<file path="config.mk">
export PLATFORM = sky130hd
export DESIGN_NAME = armleocpu_aclint_flat
export DESIGN_NICKNAME = d
export VERILOG_FILES = /design/src/rtl/armleocpu_aclint_if.sv /design/src/rtl/armleocpu_aclint.sv /design/src/flat_wrapper.sv
export SDC_FILE = /design/constraint.sdc
export NUM_CORES = 2
export LEC_CHECK = 0
export ABC_CLOCK_PERIOD_IN_PS = 29200
export BUFFER_PORTS_ARGS = -buffer_cell sky130_fd_sc_hd__buf_2
export CORE_AREA = 2 2 280 282
export CTS_CLUSTER_DIAMETER = 60
export DETAILED_ROUTE_END_ITERATION = 10
export DIE_AREA = 0 0 282 284
export PLACE_DENSITY = 0.83
export RECOVER_POWER = 50
export SLEW_MARGIN = 20
export SYNTH_ARGS = -nofsm -noshare
export SYNTH_HDL_FRONTEND = slang
export SYNTH_SLANG_ARGS = --single-unit
export TNS_END_PERCENT = 1
</file>
<file path="constraint.sdc">
create_clock -name clk -period 29.2 [get_ports clk]
set_clock_uncertainty 0.15 [all_clocks]
set_input_delay 7.3 -clock clk [delete_from_list [all_inputs] [get_ports clk]]
set_output_delay 7.3 -clock clk [all_outputs]
set_load 0.01 [all_outputs]
</file>
<file path="src/rtl/armleocpu_aclint_if.sv">
// AXI4-Lite bus bundle between a bus master and the ACLINT register block.
`default_nettype none

interface armleocpu_aclint_if;
  logic [31:0] AXI_AWADDR;
  logic        AXI_AWVALID;
  logic        AXI_AWREADY;
  logic [31:0] AXI_WDATA;
  logic [3:0]  AXI_WSTRB;
  logic        AXI_WVALID;
  logic        AXI_WREADY;
  logic [1:0]  AXI_BRESP;
  logic        AXI_BVALID;
  logic        AXI_BREADY;
  logic [31:0] AXI_ARADDR;
  logic        AXI_ARVALID;
  logic        AXI_ARREADY;
  logic [31:0] AXI_RDATA;
  logic [1:0]  AXI_RRESP;
  logic        AXI_RVALID;
  logic        AXI_RREADY;

  modport master (
    output AXI_AWADDR, AXI_AWVALID, input AXI_AWREADY,
    output AXI_WDATA, AXI_WSTRB, AXI_WVALID, input AXI_WREADY,
    input AXI_BRESP, AXI_BVALID, output AXI_BREADY,
    output AXI_ARADDR, AXI_ARVALID, input AXI_ARREADY,
    input AXI_RDATA, AXI_RRESP, AXI_RVALID, output AXI_RREADY
  );

  modport slave (
    input AXI_AWADDR, AXI_AWVALID, output AXI_AWREADY,
    input AXI_WDATA, AXI_WSTRB, AXI_WVALID, output AXI_WREADY,
    output AXI_BRESP, AXI_BVALID, input AXI_BREADY,
    input AXI_ARADDR, AXI_ARVALID, output AXI_ARREADY,
    output AXI_RDATA, AXI_RRESP, AXI_RVALID, input AXI_RREADY
  );
endinterface

`default_nettype wire

</file>
<file path="src/rtl/armleocpu_aclint.sv">
// ============================================================================
// Module  : armleocpu_aclint
// Purpose : ACLINT MSWI/SSWI/MTIMER block with a shared prescaled 64-bit mtime
//           and per-hart mtimecmp, behind an AXI4-Lite slave.
// Revision: 1.0 - initial release
// ============================================================================
`default_nettype none

module armleocpu_aclint #(
  parameter int HART_COUNT       = 8,
  parameter int HART_COUNT_WIDTH = 5,
  parameter int TICK_DIV         = 1,
  parameter int SSWI_ENABLE      = 1
) (
  input  wire                    clk,
  input  wire                    rst,
  armleocpu_aclint_if.slave      s_axi,
  output logic [HART_COUNT-1:0]  hart_swi,
  output logic [HART_COUNT-1:0]  hart_sswi,
  output logic [HART_COUNT-1:0]  hart_timeri
);

  localparam logic [1:0]  c_IDLE       = 2'd0;
  localparam logic [1:0]  c_WRESP      = 2'd1;
  localparam logic [1:0]  c_RRESP      = 2'd2;
  localparam logic [1:0]  c_KIND_MSIP  = 2'd0;
  localparam logic [1:0]  c_KIND_CMP   = 2'd1;
  localparam logic [1:0]  c_KIND_MTIME = 2'd2;
  localparam logic [1:0]  c_KIND_SSIP  = 2'd3;
  localparam logic [1:0]  c_OKAY       = 2'b00;
  localparam logic [1:0]  c_DECERR     = 2'b11;
  localparam logic [11:0] c_HART_LIMIT = 12'(HART_COUNT);
  localparam logic [15:0] c_DIV_LAST   = 16'(TICK_DIV - 1);

  typedef struct packed {
    logic                        ok;
    logic [1:0]                  kind;
    logic                        hi;
    logic [HART_COUNT_WIDTH-1:0] idx;
  } dec_t;

  // Region is selected by addr[15:14]; everything above 64 KiB is unmapped.
  function automatic dec_t decode(input logic [31:2] a);
    dec_t d;
    d = '0;
    if (a[31:16] == 16'h0) begin
      case (a[15:14])
        2'b00: begin
          d.kind = c_KIND_MSIP;
          d.idx  = a[2 +: HART_COUNT_WIDTH];
          d.ok   = (a[13:2] < c_HART_LIMIT);
        end
        2'b01: begin
          d.kind = c_KIND_CMP;
          d.idx  = a[3 +: HART_COUNT_WIDTH];
          d.hi   = a[2];
          d.ok   = ({1'b0, a[13:3]} < c_HART_LIMIT);
        end
        2'b10: begin
          d.kind = c_KIND_MTIME;
          d.hi   = a[2];
          d.ok   = (a[13:3] == 11'h7FF);
        end
        default: begin
          d.kind = c_KIND_SSIP;
          d.idx  = a[2 +: HART_COUNT_WIDTH];
          d.ok   = (SSWI_ENABLE != 0) && (a[13:2] < c_HART_LIMIT);
        end
      endcase
    end
    return d;
  endfunction

  function automatic logic [31:0] merge(input logic [31:0] old_v,
                                        input logic [31:0] new_v,
                                        input logic [3:0]  strb);
    logic [31:0] r;
    for (int b = 0; b < 4; b++) begin
      r[8*b +: 8] = strb[b] ? new_v[8*b +: 8] : old_v[8*b +: 8];
    end
    return r;
  endfunction

  logic [1:0]            r_state;
  logic                  r_bvalid;
  logic [1:0]            r_bresp;
  logic                  r_rvalid;
  logic [1:0]            r_rresp;
  logic [31:0]           r_rdata;
  logic [15:0]           r_presc;
  logic [63:0]           r_mtime;
  logic [63:0]           r_mtimecmp [HART_COUNT];
  logic [HART_COUNT-1:0] r_swi;
  logic [HART_COUNT-1:0] r_sswi;
  logic [HART_COUNT-1:0] r_timeri;

  dec_t                  w_wdec;
  dec_t                  w_rdec;
  logic                  w_wr_accept;
  logic                  w_rd_accept;
  logic                  w_wr_hit;
  logic                  w_tick;
  logic                  w_mtime_wr;
  logic [31:0]           w_rd_data;
  logic                  w_unused;

  assign w_wdec      = decode(s_axi.AXI_AWADDR[31:2]);
  assign w_rdec      = decode(s_axi.AXI_ARADDR[31:2]);
  assign w_unused    = ^{s_axi.AXI_AWADDR[1:0], s_axi.AXI_ARADDR[1:0]};
  assign w_wr_accept = (r_state == c_IDLE) && s_axi.AXI_AWVALID && s_axi.AXI_WVALID;
  assign w_rd_accept = (r_state == c_IDLE) && !(s_axi.AXI_AWVALID && s_axi.AXI_WVALID)
                       && s_axi.AXI_ARVALID;
  assign w_wr_hit    = w_wr_accept && w_wdec.ok;
  assign w_tick      = (r_presc == c_DIV_LAST);
  assign w_mtime_wr  = w_wr_hit && (w_wdec.kind == c_KIND_MTIME);

  assign s_axi.AXI_AWREADY = w_wr_accept;
  assign s_axi.AXI_WREADY  = w_wr_accept;
  assign s_axi.AXI_ARREADY = w_rd_accept;
  assign s_axi.AXI_BVALID  = r_bvalid;
  assign s_axi.AXI_BRESP   = r_bresp;
  assign s_axi.AXI_RVALID  = r_rvalid;
  assign s_axi.AXI_RRESP   = r_rresp;
  assign s_axi.AXI_RDATA   = r_rdata;

  assign hart_swi    = r_swi;
  assign hart_sswi   = (SSWI_ENABLE != 0) ? r_sswi : '0;
  assign hart_timeri = r_timeri;

  always_comb begin
    w_rd_data = '0;
    case (w_rdec.kind)
      c_KIND_MTIME: w_rd_data = w_rdec.hi ? r_mtime[63:32] : r_mtime[31:0];
      default: begin
        for (int h = 0; h < HART_COUNT; h++) begin
          if (w_rdec.idx == HART_COUNT_WIDTH'(h)) begin
            case (w_rdec.kind)
              c_KIND_MSIP: w_rd_data = {31'b0, r_swi[h]};
              c_KIND_SSIP: w_rd_data = {31'b0, r_sswi[h]};
              default:     w_rd_data = w_rdec.hi ? r_mtimecmp[h][63:32]
                                                 : r_mtimecmp[h][31:0];
            endcase
          end
        end
      end
    endcase
  end

  always_ff @(posedge clk or posedge rst) begin
    if (rst) begin
      r_state  <= c_IDLE;
      r_bvalid <= 1'b0;
      r_bresp  <= c_OKAY;
      r_rvalid <= 1'b0;
      r_rresp  <= c_OKAY;
      r_rdata  <= '0;
    end else begin
      case (r_state)
        c_IDLE: begin
          if (w_wr_accept) begin
            r_state  <= c_WRESP;
            r_bvalid <= 1'b1;
            r_bresp  <= w_wdec.ok ? c_OKAY : c_DECERR;
          end else if (w_rd_accept) begin
            r_state  <= c_RRESP;
            r_rvalid <= 1'b1;
            r_rresp  <= w_rdec.ok ? c_OKAY : c_DECERR;
            r_rdata  <= w_rdec.ok ? w_rd_data : 32'h0;
          end
        end
        c_WRESP: begin
          if (s_axi.AXI_BREADY) begin
            r_state  <= c_IDLE;
            r_bvalid <= 1'b0;
          end
        end
        c_RRESP: begin
          if (s_axi.AXI_RREADY) begin
            r_state  <= c_IDLE;
            r_rvalid <= 1'b0;
          end
        end
        default: r_state <= c_IDLE;
      endcase
    end
  end

  // A write to mtime overrides that cycle's increment; the prescaler is unaffected.
  always_ff @(posedge clk or posedge rst) begin
    if (rst) begin
      r_presc <= '0;
      r_mtime <= '0;
    end else begin
      r_presc <= w_tick ? 16'h0 : r_presc + 16'h1;
      if (w_mtime_wr) begin
        if (w_wdec.hi)
          r_mtime[63:32] <= merge(r_mtime[63:32], s_axi.AXI_WDATA, s_axi.AXI_WSTRB);
        else
          r_mtime[31:0]  <= merge(r_mtime[31:0], s_axi.AXI_WDATA, s_axi.AXI_WSTRB);
      end else if (w_tick) begin
        r_mtime <= r_mtime + 64'd1;
      end
    end
  end

  always_ff @(posedge clk or posedge rst) begin
    if (rst) begin
      for (int h = 0; h < HART_COUNT; h++) r_mtimecmp[h] <= '1;
      r_swi    <= '0;
      r_sswi   <= '0;
      r_timeri <= '0;
    end else begin
      for (int h = 0; h < HART_COUNT; h++) begin
        r_timeri[h] <= (r_mtime >= r_mtimecmp[h]);
        if (w_wr_hit && (w_wdec.idx == HART_COUNT_WIDTH'(h))) begin
          case (w_wdec.kind)
            c_KIND_MSIP: if (s_axi.AXI_WSTRB[0]) r_swi[h]  <= s_axi.AXI_WDATA[0];
            c_KIND_SSIP: if (s_axi.AXI_WSTRB[0]) r_sswi[h] <= s_axi.AXI_WDATA[0];
            c_KIND_CMP: begin
              if (w_wdec.hi)
                r_mtimecmp[h][63:32] <= merge(r_mtimecmp[h][63:32], s_axi.AXI_WDATA,
                                              s_axi.AXI_WSTRB);
              else
                r_mtimecmp[h][31:0]  <= merge(r_mtimecmp[h][31:0], s_axi.AXI_WDATA,
                                              s_axi.AXI_WSTRB);
            end
            default: ;
          endcase
        end
      end
    end
  end

endmodule

`default_nettype wire

</file>
<file path="src/flat_wrapper.sv">
// flat-port wrapper written by rule: the top's interface ports become plain ports
module armleocpu_aclint_flat 
#(
  parameter int HART_COUNT       = 8,
  parameter int HART_COUNT_WIDTH = 5,
  parameter int TICK_DIV         = 1,
  parameter int SSWI_ENABLE      = 1
)
  (clk, rst, hart_swi, hart_sswi, hart_timeri, s_axi_AXI_AWADDR, s_axi_AXI_AWVALID, s_axi_AXI_AWREADY, s_axi_AXI_WDATA, s_axi_AXI_WSTRB, s_axi_AXI_WVALID, s_axi_AXI_WREADY, s_axi_AXI_BRESP, s_axi_AXI_BVALID, s_axi_AXI_BREADY, s_axi_AXI_ARADDR, s_axi_AXI_ARVALID, s_axi_AXI_ARREADY, s_axi_AXI_RDATA, s_axi_AXI_RRESP, s_axi_AXI_RVALID, s_axi_AXI_RREADY);
  armleocpu_aclint_if s_axi_i ();
  input  wire clk;
  input  wire rst;
  output logic [HART_COUNT-1:0] hart_swi;
  output logic [HART_COUNT-1:0] hart_sswi;
  output logic [HART_COUNT-1:0] hart_timeri;
  input wire logic [$bits(s_axi_i.AXI_AWADDR)-1:0] s_axi_AXI_AWADDR;
  input wire logic [$bits(s_axi_i.AXI_AWVALID)-1:0] s_axi_AXI_AWVALID;
  output wire logic [$bits(s_axi_i.AXI_AWREADY)-1:0] s_axi_AXI_AWREADY;
  input wire logic [$bits(s_axi_i.AXI_WDATA)-1:0] s_axi_AXI_WDATA;
  input wire logic [$bits(s_axi_i.AXI_WSTRB)-1:0] s_axi_AXI_WSTRB;
  input wire logic [$bits(s_axi_i.AXI_WVALID)-1:0] s_axi_AXI_WVALID;
  output wire logic [$bits(s_axi_i.AXI_WREADY)-1:0] s_axi_AXI_WREADY;
  output wire logic [$bits(s_axi_i.AXI_BRESP)-1:0] s_axi_AXI_BRESP;
  output wire logic [$bits(s_axi_i.AXI_BVALID)-1:0] s_axi_AXI_BVALID;
  input wire logic [$bits(s_axi_i.AXI_BREADY)-1:0] s_axi_AXI_BREADY;
  input wire logic [$bits(s_axi_i.AXI_ARADDR)-1:0] s_axi_AXI_ARADDR;
  input wire logic [$bits(s_axi_i.AXI_ARVALID)-1:0] s_axi_AXI_ARVALID;
  output wire logic [$bits(s_axi_i.AXI_ARREADY)-1:0] s_axi_AXI_ARREADY;
  output wire logic [$bits(s_axi_i.AXI_RDATA)-1:0] s_axi_AXI_RDATA;
  output wire logic [$bits(s_axi_i.AXI_RRESP)-1:0] s_axi_AXI_RRESP;
  output wire logic [$bits(s_axi_i.AXI_RVALID)-1:0] s_axi_AXI_RVALID;
  input wire logic [$bits(s_axi_i.AXI_RREADY)-1:0] s_axi_AXI_RREADY;
  assign s_axi_i.AXI_AWADDR = s_axi_AXI_AWADDR;
  assign s_axi_i.AXI_AWVALID = s_axi_AXI_AWVALID;
  assign s_axi_AXI_AWREADY = s_axi_i.AXI_AWREADY;
  assign s_axi_i.AXI_WDATA = s_axi_AXI_WDATA;
  assign s_axi_i.AXI_WSTRB = s_axi_AXI_WSTRB;
  assign s_axi_i.AXI_WVALID = s_axi_AXI_WVALID;
  assign s_axi_AXI_WREADY = s_axi_i.AXI_WREADY;
  assign s_axi_AXI_BRESP = s_axi_i.AXI_BRESP;
  assign s_axi_AXI_BVALID = s_axi_i.AXI_BVALID;
  assign s_axi_i.AXI_BREADY = s_axi_AXI_BREADY;
  assign s_axi_i.AXI_ARADDR = s_axi_AXI_ARADDR;
  assign s_axi_i.AXI_ARVALID = s_axi_AXI_ARVALID;
  assign s_axi_AXI_ARREADY = s_axi_i.AXI_ARREADY;
  assign s_axi_AXI_RDATA = s_axi_i.AXI_RDATA;
  assign s_axi_AXI_RRESP = s_axi_i.AXI_RRESP;
  assign s_axi_AXI_RVALID = s_axi_i.AXI_RVALID;
  assign s_axi_i.AXI_RREADY = s_axi_AXI_RREADY;
  armleocpu_aclint #(.HART_COUNT(HART_COUNT), .HART_COUNT_WIDTH(HART_COUNT_WIDTH), .TICK_DIV(TICK_DIV), .SSWI_ENABLE(SSWI_ENABLE)) u_core (.clk(clk), .rst(rst), .s_axi(s_axi_i), .hart_swi(hart_swi), .hart_sswi(hart_sswi), .hart_timeri(hart_timeri));
endmodule
</file>
Word-level counts from Yosys, hierarchy flattened --
Cells that the tools add are included. W data, S select, Z words.
Storage, ports and cells: input bits 107, latch bits 0, bits in registers 656, memories 0, RAM bits 0, memory bits (read-only) 0
Cells by class: shifts and indexed selects 0, $mul 0, add/sub/neg operators 2, mux-type cells 58, order comparisons 12, bitwise operators 2, div/mod/pow operators 0, equality and inequality tests 39, reduce and logical (&&, ||, !) cells 124
Operators by type and width (number):
- $mux W32 | 21
- $ge A64 B64 Y1 | 8
- $pmux W32 S2 | 8
- $reduce_and A4 Y1 | 65
- $mux W64 | 2
- $reduce_and A3 Y1 | 27
- $add A64 B1 Y64 const B | 1
- $logic_not A16 Y1 | 3
- $eq A5 B3 Y1 const B | 8
- $mux W8 | 4
- $lt A12 B4 Y1 const B | 2
- $eq A11 B11 Y1 const B | 2
- $lt A11 B4 Y1 const B | 2
- $eq A5 B2 Y1 const B | 4
- $pmux W5 S2 | 2
- $mux W9 | 2
- $ne A2 B2 Y1 const B | 9
- $pmux W3 S3 | 2
- $add A16 B1 Y16 const B | 1
- $mux W16 | 1
- $logic_and A1 B1 Y1 | 15
- $eq A2 B2 Y1 const B | 7
- $mux W2 | 6
- $eq A5 B1 Y1 const B | 2
- other kinds (13) | 33

Depth between registers and ports, before layout --
depth in word-level cells 16, mapped depth 15, gate-level depth less buffers 10

Worst setup path before layout --
OpenSTA, ideal clock, no wires.
path kind in2out, start point input s_axi_AXI_WVALID, end point output s_axi_AXI_WREADY, setup slack 13.945 ns, arrival time 7.805 ns, cell stages on the path 3, path buffers 1, cell sequence nand4bb_1 -> inv_1 -> buf_4
On the way: cells in the longest elaborated chain, start to end 1
RTL lines:
- start: declaration | RTL line flat_wrapper.sv:21 | input wire logic [$bits(s_axi_i.AXI_WVALID)-1:0] s_axi_AXI_WVALID;
- $logic_and A1 B1 Y1 | RTL line armleocpu_aclint.sv:110 | assign w_wr_accept = (r_state == c_IDLE) && s_axi.AXI_AWVALID && s_axi.AXI_WVALID;
- end: declaration | RTL line flat_wrapper.sv:22 | output wire logic [$bits(s_axi_i.AXI_WREADY)-1:0] s_axi_AXI_WREADY;
No other way between the ends.

==> Implementation_results.wiki <==
{| class="wikitable"
! Metric !! Value
|-
| Number of antenna violations at the first check in global routing || 9
|-
| First-pass GRT wire length || 238400 µm
|-
| Insertion delay to the later sink of the worst-skew pair || 0.66 ns
|-
| Worst Path Max Fanout || 161
|-
| Total global routing track utilization || 0.3932
|-
| # DRC || 0
|-
| Destination of the worst register-to-register timing path || u_core.s_axi.AXI_RDATA[0]
|-
| # rows || 102
|-
| Leakage dissipation || 20.61 nW
|-
| Flip-flop and latch count after synthesis || 654
|-
| Core Footprint || 76960 µm²
|-
| Average via count per standard cell || 6.746
|-
| Violated checks || max-capacitance violations, max-slew violations
|-
| TritonCTS buffer count || 78
|-
| Total power divided by cell area || 39.17 nW/µm²
|-
| Fraction of power spent switching nets || 0.2439
|-
| Clock period minus worst slack || 20.35 ns
|-
| Total standard cell area after synthesis || 45780 µm²
|-
| Filler-free cell count of the finished design || 6015
|-
| Total via count after detailed routing || 40580
|-
| Starting utilization of the core area || 0.5949
|-
| Worst hold path type || register to register
|-
| Relative contribution of the clock network to total power || 0.494
|-
| Antenna Violating Nets Remaining || 0
|-
| Final-report hold violation count || 0
|-
| Beginning of the worst register-to-register path || u_core.r_state[0]
|-
| Share of the clock period used by the worst path || 0.6968
|-
| Die Area || 80090 µm²
|-
| Post-CTS setup repair buffer count || 0
|-
| Start point of the worst min-delay path || u_core.r_presc[15]
|-
| Cells after Synth || 4811
|-
| TritonCTS clock tree || built
|-
| Top-area cell type share of the netlist area || 0.2938
|-
| Combinational fraction of design power || 0.039
|-
| Die span in y || 284 µm
|-
| Syn Area/Cell || 9.516 µm²
|-
| Worst EP required || 28.87 ns
|-
| Top cells by count, synth || 587 x sky130_fd_sc_hd__a21oi_1, 532 x sky130_fd_sc_hd__inv_1, 526 x sky130_fd_sc_hd__ha_1
|-
| Count of hold-fix buffers inserted at cts || 0
|-
| Post-synthesis cell type with the largest combined area || sky130_fd_sc_hd__dfstp_2
|-
| Area contributors post-synth || sky130_fd_sc_hd__dfstp_2 29%, sky130_fd_sc_hd__ha_1 14%, sky130_fd_sc_hd__mux2_2 11%, sky130_fd_sc_hd__dfrtp_1 7.8%, sky130_fd_sc_hd__a21oi_1 6.4%
|-
| Pin count of the biggest net entering global routing || 162
|-
| Run status || finished, violations left
|-
| Transition time at the pin with the least slew margin || 8.603 ns
|-
| Setup TNS || 0 ns
|-
| Layout Nets || 5538
|-
| Buffers from clock root to sink, at most || 3
|-
| Placed wire-length estimate after detailed placement || 108500 µm
|-
| Count of synthesis-stage warnings from yosys || 0
|-
| Max Transition Viols Final || 471
|-
| Register-to-register setup slack || 23.87 ns
|-
| RSZ-0062 raised after global routing || false
|-
| Number of primary I/O pins || 172
|-
| Worst-case hold slack || 0.3246 ns
|-
| Startpoint class of the critical path || input pin
|-
| Number of cells in the design after placement || 5865
|-
| Routability cong. || 1.015
|-
| Synth Net Count || 5444
|-
| Length in cells of the worst reg-to-reg path || 9
|-
| Top FF cell, synth || sky130_fd_sc_hd__dfstp_2
|-
| Max-capacitance violation count || 5
|-
| Number of cells traversed by the worst hold path || 1
|-
| Count of flip-flops with a built-in enable after synthesis || 0
|-
| IR Drop Worst-Case VDD || 0.00004057 V
|-
| Overall routed net length || 159200 µm
|-
| Final setup vio count || 0
|-
| Core utilization of the finished layout || 0.6487
|-
| Count of cell types in the netlist || 86
|-
| Sequential element share of the synthesized area || 0.3715
|-
| Iteration-0 DRC count of the detailed router || 4911
|-
| Number of buffers inserted by port buffering || 167
|-
| Root buffer selected by CTS || sky130_fd_sc_hd__clkbuf_16
|-
| Worst slew margin relative to its limit || -4.736
|-
| Sinks on the clock net || 654
|-
| Maximum clock rate || 49.15 MHz
|-
| Growth of design area from synthesis to finish || 9.040%
|-
| Number of global-route vias before repair || 39950
|-
| Clock transition time at the flip-flop clock pins of the worst setup and hold paths || 0.06 ns
|-
| Width of the die || 282 µm
|-
| Endpoint class of the critical path || asynchronous set/reset pin
|-
| Grt ovf || 0
|-
| Fraction of power consumed by sequential logic || 0.467
|-
| Count of H-tree levels built during CTS || 3
|-
| Count leader, synth || sky130_fd_sc_hd__a21oi_1
|-
| Post-cts sizing count || 0
|-
| Fraction of final layout cells with drive strength greater than 1 || 0.2745
|-
| Wirelength per Cell || 26.46 µm
|-
| Switching power || 476.8 µW
|-
| Worst endpoint data arrival time || 20.01 ns
|-
| Detailed-router iteration count before antenna repair || 7
|-
| Internal power summed over all cells || 1.478 mW
|-
| Share of synthesized registers carrying an async set or reset || 1.000
|-
| Critical setup path kind || input pin to asynchronous set/reset pin
|-
| Hold Path End || u_core.r_presc[15]
|}
[cells in the final DEF (no fill, tap or decap), types with 34 or more instances in the layout]
| cell | netlist | routed |
|---|---|---|
| sky130_fd_sc_hd__a21oi_1 | 587 | 587 |
| sky130_fd_sc_hd__inv_1 | 532 | 531 |
| sky130_fd_sc_hd__ha_1 | 526 | 525 |
| sky130_fd_sc_hd__dfstp_2 | 512 | 512 |
| sky130_fd_sc_hd__nand2_1 | 484 | 483 |
| sky130_fd_sc_hd__mux2_2 | 447 | 447 |
| sky130_fd_sc_hd__o21ai_0 | 187 | 187 |
| sky130_fd_sc_hd__dfrtp_1 | 142 | 142 |
| sky130_fd_sc_hd__nor2_1 | 118 | 118 |
| sky130_fd_sc_hd__nand4_1 | 107 | 107 |
| sky130_fd_sc_hd__buf_2 | 38 | 103 |
| sky130_fd_sc_hd__a21o_1 | 97 | 97 |
| sky130_fd_sc_hd__clkbuf_1 | 139 | 94 |
| sky130_fd_sc_hd__mux2_1 | 81 | 81 |
| sky130_fd_sc_hd__clkbuf_16 | 0 | 80 |
| sky130_fd_sc_hd__nand3_1 | 74 | 70 |
| sky130_fd_sc_hd__nor2_4 | 65 | 65 |
| sky130_fd_sc_hd__o22ai_1 | 65 | 65 |
| sky130_fd_sc_hd__nor4_1 | 59 | 58 |
| sky130_fd_sc_hd__o211ai_1 | 45 | 45 |
| sky130_fd_sc_hd__buf_4 | 8 | 44 |
| sky130_fd_sc_hd__a31oi_1 | 43 | 43 |
| sky130_fd_sc_hd__nor3_1 | 35 | 34 |
[area by class of cell]
cell class	instances	area, µm²
clock buffer	117	2251
inverter	532	1998
fill	6026	27030
clock inverter	27	234.0
sequential	654	17010
tap	1040	1301
timing repair buffer	216	1121
multi-input combinational	3423	25990
antenna	6	15.01
[routing by layer]
| layer | up-vias | routed length, µm | global-route usage |
|---|---|---|---|
| met5 | - | 58 | 0 |
| li1 | 17480 | - | - |
| met1 | 19560 | 57130 | 0.4858 |
| met3 | 833 | 21040 | 0.1314 |
| met4 | 10 | 13780 | 0.2843 |
| met2 | 2693 | 67180 | 0.5717 |
[per-stage QoR]
step	worst slack (ns)	total power, mW	area, µm²
4_1_cts	13.32	1.955	50020
6_report	8.854	1.955	49920
3_5_place_dp	13.33	1.002	47530
3_3_place_gp	13.32	1.001	47530
2_1_floorplan	4.271	0.9619	45780
5_1_grt	6.640	1.998	49910
[worst max path at each step]
stage | to | from | cells past startpoint
final | u_core.s_axi.AXI_RDATA[10] | rst | 4
after global routing | u_core.s_axi.AXI_RDATA[11] | rst | 4
after CTS | s_axi_AXI_ARREADY | s_axi_AXI_WVALID | 6
after detailed placement | s_axi_AXI_ARREADY | s_axi_AXI_WVALID | 6
after global placement | s_axi_AXI_ARREADY | s_axi_AXI_WVALID | 6
after floorplan | u_core.hart_sswi[0] | rst | 1
[power by group through the flow]
| stage | combinational [mW] | clock [mW] | sequential (mW) |
|---|---|---|---|
| 2_1_floorplan | 0.0355 | 0 | 0.926 |
| 3_3_place_gp | 0.0735 | 0 | 0.927 |
| 3_5_place_dp | 0.0745 | 0 | 0.927 |
| 4_1_cts | 0.0748 | 0.966 | 0.914 |
| 5_1_grt | 0.0800 | 1.00 | 0.913 |
| 6_report | 0.0756 | 0.966 | 0.914 |
[flip-flops by register name, indices dropped and copies added, names as in the netlist]
| register | count |
|---|---|
| u_core.hart_sswi | 8 |
| u_core.hart_swi | 8 |
| u_core.hart_timeri | 8 |
| u_core.r_mtime | 64 |
| u_core.r_mtimecmp | 512 |
| u_core.r_presc | 16 |
| u_core.r_state | 2 |
| u_core.s_axi.AXI_BRESP | 1 |
| u_core.s_axi.AXI_BVALID | 1 |
| u_core.s_axi.AXI_RDATA | 32 |
| u_core.s_axi.AXI_RRESP | 1 |
| u_core.s_axi.AXI_RVALID | 1 |
[cells by family (layout without fill, tap and decap cells)]
family / count (synthesis) / in the layout / share of synthesized area
other: 0 / 6 / 0
XOR/XNOR: 14 / 14 / 0.002678
AND/OR/NAND/NOR: 1109 / 1109 / 0.1265
buffers and inverters: 734 / 892 / 0.06206
AO/OA/AOI/OAI: 1235 / 1235 / 0.1613
adder cells (fa/ha/maj): 526 / 526 / 0.1438
flip-flops: 654 / 654 / 0.3715
multiplexers: 539 / 539 / 0.1323
[worst max-delay path, stage by stage]
cell and delay, ns:
sky130_fd_sc_hd__buf_2 0.10, sky130_fd_sc_hd__clkinvlp_2 3.02, sky130_fd_sc_hd__clkbuf_1 6.19, sky130_fd_sc_hd__clkbuf_1 3.21
No activity file was read; power rests on OpenSTA's default activity.
